## config.mk

```make
export PLATFORM = sky130hd
export DESIGN_NAME = generador_trigger_ultrasonido
export DESIGN_NICKNAME = d
export VERILOG_FILES = /design/src/rtl/generador_trigger_ultrasonido.sv
export SDC_FILE = /design/constraint.sdc
export NUM_CORES = 1
export LEC_CHECK = 0
export BUFFER_PORTS_ARGS = -buffer_cell sky130_fd_sc_hd__buf_4
export CAP_MARGIN = 20
export CORE_MARGIN = 4
export CORE_UTILIZATION = 53
export DETAILED_ROUTE_END_ITERATION = 12
export PLACE_DENSITY = 0.85
export SYNTH_ARGS = -nofsm -noshare
export SYNTH_HDL_FRONTEND = slang
export SYNTH_SLANG_ARGS = --single-unit
```

## constraint.sdc

```tcl
create_clock -name clk -period 2 [get_ports clk]
set_input_delay 0.4 -clock clk [delete_from_list [all_inputs] [get_ports clk]]
set_output_delay 0.4 -clock clk [all_outputs]
set_load 0.02 [all_outputs]
```

## src/rtl/generador_trigger_ultrasonido.sv

```systemverilog
// Trigger/echo sequencer for an HC-SR04-style ranger: pulses trig, times the echo
// high width in clock cycles and enforces the minimum trigger repetition period.
module generador_trigger_ultrasonido #(
  parameter int unsigned TRIG_CYCLES         = 500,
  parameter int unsigned PERIOD_CYCLES       = 3000000,
  parameter int unsigned ECHO_TIMEOUT_CYCLES = 1000000
) (
  input  logic        clk,
  input  logic        rst_n,
  input  logic        enable,
  input  logic        start,
  input  logic        echo,
  output logic        trig,
  output logic        midiendo,
  output logic [19:0] echo_cycles,
  output logic        dato_valido,
  output logic        timeout
);

  typedef enum logic [2:0] {
    IDLE,
    TRIGGER,
    WAIT_RISE,
    MEASURE,
    HOLDOFF
  } state_t;

  localparam logic [19:0] TRIG_LAST    = 20'(TRIG_CYCLES - 1);
  localparam logic [21:0] PERIOD_LAST  = 22'(PERIOD_CYCLES - 1);
  localparam logic [19:0] TIMEOUT_LAST = 20'(ECHO_TIMEOUT_CYCLES - 1);

  state_t      state_reg;
  logic        echo_meta_reg;
  logic        echo_s_reg;
  logic        echo_prev_reg;
  logic [19:0] t_reg;
  logic [21:0] periodo_reg;

  always_ff @(posedge clk or negedge rst_n) begin
    if (!rst_n) begin
      state_reg     <= IDLE;
      echo_meta_reg <= 1'b0;
      echo_s_reg    <= 1'b0;
      echo_prev_reg <= 1'b0;
      t_reg         <= '0;
      periodo_reg   <= '0;
      trig          <= 1'b0;
      midiendo      <= 1'b0;
      echo_cycles   <= '0;
      dato_valido   <= 1'b0;
      timeout       <= 1'b0;
    end else begin
      echo_meta_reg <= echo;
      echo_s_reg    <= echo_meta_reg;
      echo_prev_reg <= echo_s_reg;
      dato_valido   <= 1'b0;
      timeout       <= 1'b0;
      t_reg         <= t_reg + 20'd1;
      // periodo saturates so HOLDOFF can wait indefinitely on a stuck echo
      if (periodo_reg != PERIOD_LAST) begin
        periodo_reg <= periodo_reg + 22'd1;
      end

      case (state_reg)
        IDLE: begin
          t_reg <= '0;
          if (enable || start) begin
            state_reg   <= TRIGGER;
            trig        <= 1'b1;
            midiendo    <= 1'b1;
            periodo_reg <= '0;
          end
        end

        TRIGGER: begin
          if (t_reg == TRIG_LAST) begin
            state_reg <= WAIT_RISE;
            trig      <= 1'b0;
            t_reg     <= '0;
          end
        end

        WAIT_RISE: begin
          // a level already high on entry is not an edge: echo_prev must be 0
          if (echo_s_reg && !echo_prev_reg) begin
            state_reg <= MEASURE;
            t_reg     <= 20'd1;
          end else if (t_reg == TIMEOUT_LAST) begin
            state_reg <= HOLDOFF;
            timeout   <= 1'b1;
            t_reg     <= '0;
          end
        end

        MEASURE: begin
          if (!echo_s_reg) begin
            state_reg   <= HOLDOFF;
            echo_cycles <= t_reg;
            dato_valido <= 1'b1;
            t_reg       <= '0;
          end else if (t_reg == TIMEOUT_LAST) begin
            state_reg <= HOLDOFF;
            timeout   <= 1'b1;
            t_reg     <= '0;
          end
        end

        HOLDOFF: begin
          if (periodo_reg == PERIOD_LAST && !echo_s_reg) begin
            t_reg <= '0;
            if (enable) begin
              state_reg   <= TRIGGER;
              trig        <= 1'b1;
              periodo_reg <= '0;
            end else begin
              state_reg <= IDLE;
              midiendo  <= 1'b0;
            end
          end
        end

        default: begin
          state_reg <= IDLE;
          trig      <= 1'b0;
          midiendo  <= 1'b0;
          t_reg     <= '0;
        end
      endcase
    end
  end

endmodule
```

==> impl_metrics.json <==
{
  "wl_per_cell_um": 17.37,
  "rows": 28,
  "start_util_pct": 56.11,
  "slew-limit-headroom_pct": 58.68,
  "gr-total-overflow": 0,
  "ctsRootBufferMaster": "clkbuf_8",
  "yosysWarnings": 0,
  "cp_data_arrival_time_ps": 2300,
  "io-pin-count": 29,
  "swShare_pct": 21.03,
  "most-common-layout-cells": "dfrtp_1 (72), buf_4 (61), nor2_1 (55), xor2_1 (23), mux2_2 (20)",
  "finalSetupTns_ps": -754.2,
  "ant_nets": 0,
  "period_minus_slack_ps": 2049,
  "antenna_found_initial": 0,
  "grt_pass1_wl_mm": 13.17,
  "finalCoreUtilization_pct": 73.22,
  "outcome": "finished with violations",
  "design.core.area_um2": 6061,
  "leakagePower_nw": 2.089,
  "tightest_slew_ps": 617.5,
  "num_vias": 2770,
  "tritoncts": "built",
  "netlist_instances": 322,
  "slew_viol_final": 0,
  "maxCapViolCount": 0,
  "slowest_stage": "or4b_4",
  "reg2reg_depth": 7,
  "clk_path_buf_depth": 2,
  "critPathLaunch": "periodo_reg[11]",
  "synth_edf_count": 0,
  "power.total_mw": 2.837,
  "seqPwrFrac_pct": 51.5,
  "worst_r2r_startpoint": "periodo_reg[11]",
  "fin_nets": 401,
  "worstSetupPathType": "reg2reg",
  "timing.fmax_ghz": 0.4881,
  "dr.pass1.iters": 7,
  "portBuffers": 28,
  "diodes": 0,
  "drcViolationCount": 0,
  "totalWireLength_mm": 8.235,
  "largest_reg_flops": 22,
  "yosysSeqAreaShare_pct": 52.98,
  "grt_max_degree": 36,
  "worst_setup_path_end_kind": "flop",
  "pwr-share-clk_pct": 46.7,
  "syn_to_final_growth_pct": 30.50,
  "finalHoldViolCount": 0,
  "netlist.area_leader.share_pct": 52.98,
  "ys.flop_type": "dfrtp_1",
  "setup_ws_ps": -48.89,
  "clkLatencyLatePin_ps": 360,
  "worstHoldPathCells": 1,
  "clkSlewWorstSetupHoldPaths_ps": 70,
  "period_share_pct": 102.4,
  "numCtsBuffers": 9,
  "cp.required_ps": 2250,
  "cts.sinks": 72,
  "dp_hpwl_mm": 5.173,
  "p_switching_mw": 0.5967,
  "synthTopCellsByArea": "dfrtp_1 (53%), mux2_2 (6.6%), nor2_1 (6.4%)",
  "ys_ff_latch": 72,
  "grt_pass1_vias": 2763,
  "slowest_delay_ps": 580,
  "path_max_fanout": 10,
  "finalSetupViolCount": 20,
  "start_kind": "flop",
  "ir_worst_vdd_mv": 0.4527,
  "avgSynthCellArea_um2": 10.56,
  "die_w_um": 88.11,
  "final_common_cell": "dfrtp_1",
  "hold_path.class": "in2reg",
  "violations": "setup timing",
  "grt_usage_pct": 22.20,
  "yosys.area.top_type": "dfrtp_1",
  "power.density_nw_per_um2": 639.2,
  "internal-power_mw": 2.240,
  "rsz0062_at_grt": "yes",
  "die_h_um": 88.11,
  "drive_above_1_share_pct": 33.58,
  "crit_path_cell_trace": "or4b_4 > nor4_4 > a21oi_2 > a211oi_4 > buf_6 > buf_12 > nor2_1",
  "vias_per_cell": 5.844,
  "drt-initial-drc-count": 143,
  "htree_levels": 3,
  "clock_skew_ps": 8.530,
  "min_from": "echo",
  "fill_cells": 394,
  "synthArstFlopShare_pct": 100.0,
  "netlist_area_um2": 3401,
  "dieArea_um2": 7762,
  "gp_congestion": 0.8439,
  "syn_nets": 329,
  "combPwrFrac_pct": 1.8,
  "yosys.cell_types.count": 47
}
-- worst max-delay path, delay by kind of cell, from the launching register on --
kind | cells | cell delay [ps]
simple gates | 3 | 880
buf+inv | 2 | 290
compound gates | 2 | 370
flops | 1 | 400
-- repair_timing --
| action | 4_1_cts | 5_1_grt |
|---|---|---|
| hold endpoints to repair | 18 | 0 |
| hold buffers | 1 | 0 |
| pin swaps | 8 | 8 |
| gates resized for setup | 16 | 17 |
| setup endpoints to repair | 25 | 45 |
| setup buffers | 1 | 3 |
| cloned | 1 | 0 |
-- routing by layer --
layer / wire length [um] / global-route usage, % / part of all wire, %
met5: 0 / 0 / 0
met4: 174 / 7.967 / 2.1
met3: 477 / 5.927 / 5.8
met2: 4280 / 38.15 / 52
met1: 3304 / 26.93 / 40
-- layout make-up --
| type | instances | area, um2 | share of cell area [%] |
|---|---|---|---|
| flip-flops and latches | 72 | 1802 | 40.60 |
| multi-input cells | 234 | 1684 | 37.95 |
| repair buffers | 69 | 598.1 | 13.48 |
| clock buffers | 11 | 151.4 | 3.411 |
| well taps | 75 | 93.84 | 2.114 |
| clock inverters | 5 | 78.83 | 1.776 |
| inverters | 8 | 30.03 | 0.6766 |
-- cells in the mapped netlist (all sizes together) (4+ instances only) --
cell	count
a21oi	5
clkbuf	5
nand4	13
xnor2	14
nor3	10
o21ai	5
xor2	23
and3	4
mux2	20
nand3	14
nor4	6
nor2	59
nand2	19
dfrtp	72
inv	8
-- worst paths after layout --
path                            endpoint  slack, ps
min reg2reg                   echo_s_reg        350
max                            t_reg[13]        -50
min in group asynchronous           trig        460
min                        echo_meta_reg        150
max reg2reg                    t_reg[13]        -50
max in group asynchronous   state_reg[1]       1000
-- through the flow --
stage,hold slack (ps),instance area (um2),setup WS [ps],cells
6_report,147.4,4438,-48.89,474
5_1_grt,139.2,4438,-109.1,474
4_1_cts,151.7,4339,-0.6348,471
3_5_place_dp,301.0,3983,-91.48,452
3_3_place_gp,299.9,3983,-43.16,452
2_1_floorplan,104.4,3401,-64.88,322
-- kinds of logic (layout without fill, tap and decap cells) --
group / after synthesis / after routing / synth area share, %
DFF: 72 / 72 / 52.98
adders and majority gates: 2 / 2 / 0.7357
and+or+nand+nor: 148 / 148 / 21.93
muxes: 21 / 21 / 6.917
AOI/OAI and AO/OA: 26 / 26 / 5.850
xor gates and xnor gates: 37 / 37 / 9.529
buffers and inverters: 16 / 93 / 2.060
-- power by group through the flow --
stage                     clock network [mW]  registers, mW  logic [mW]
after floorplan                            0           1.49     0.00481
after global placement                     0           1.49      0.0479
after detailed placement                   0           1.49      0.0489
after CTS                               1.34           1.46      0.0515
after global routing                    1.43           1.46      0.0584
final                                   1.32           1.46      0.0502
(Power assumes the default switching activity.)
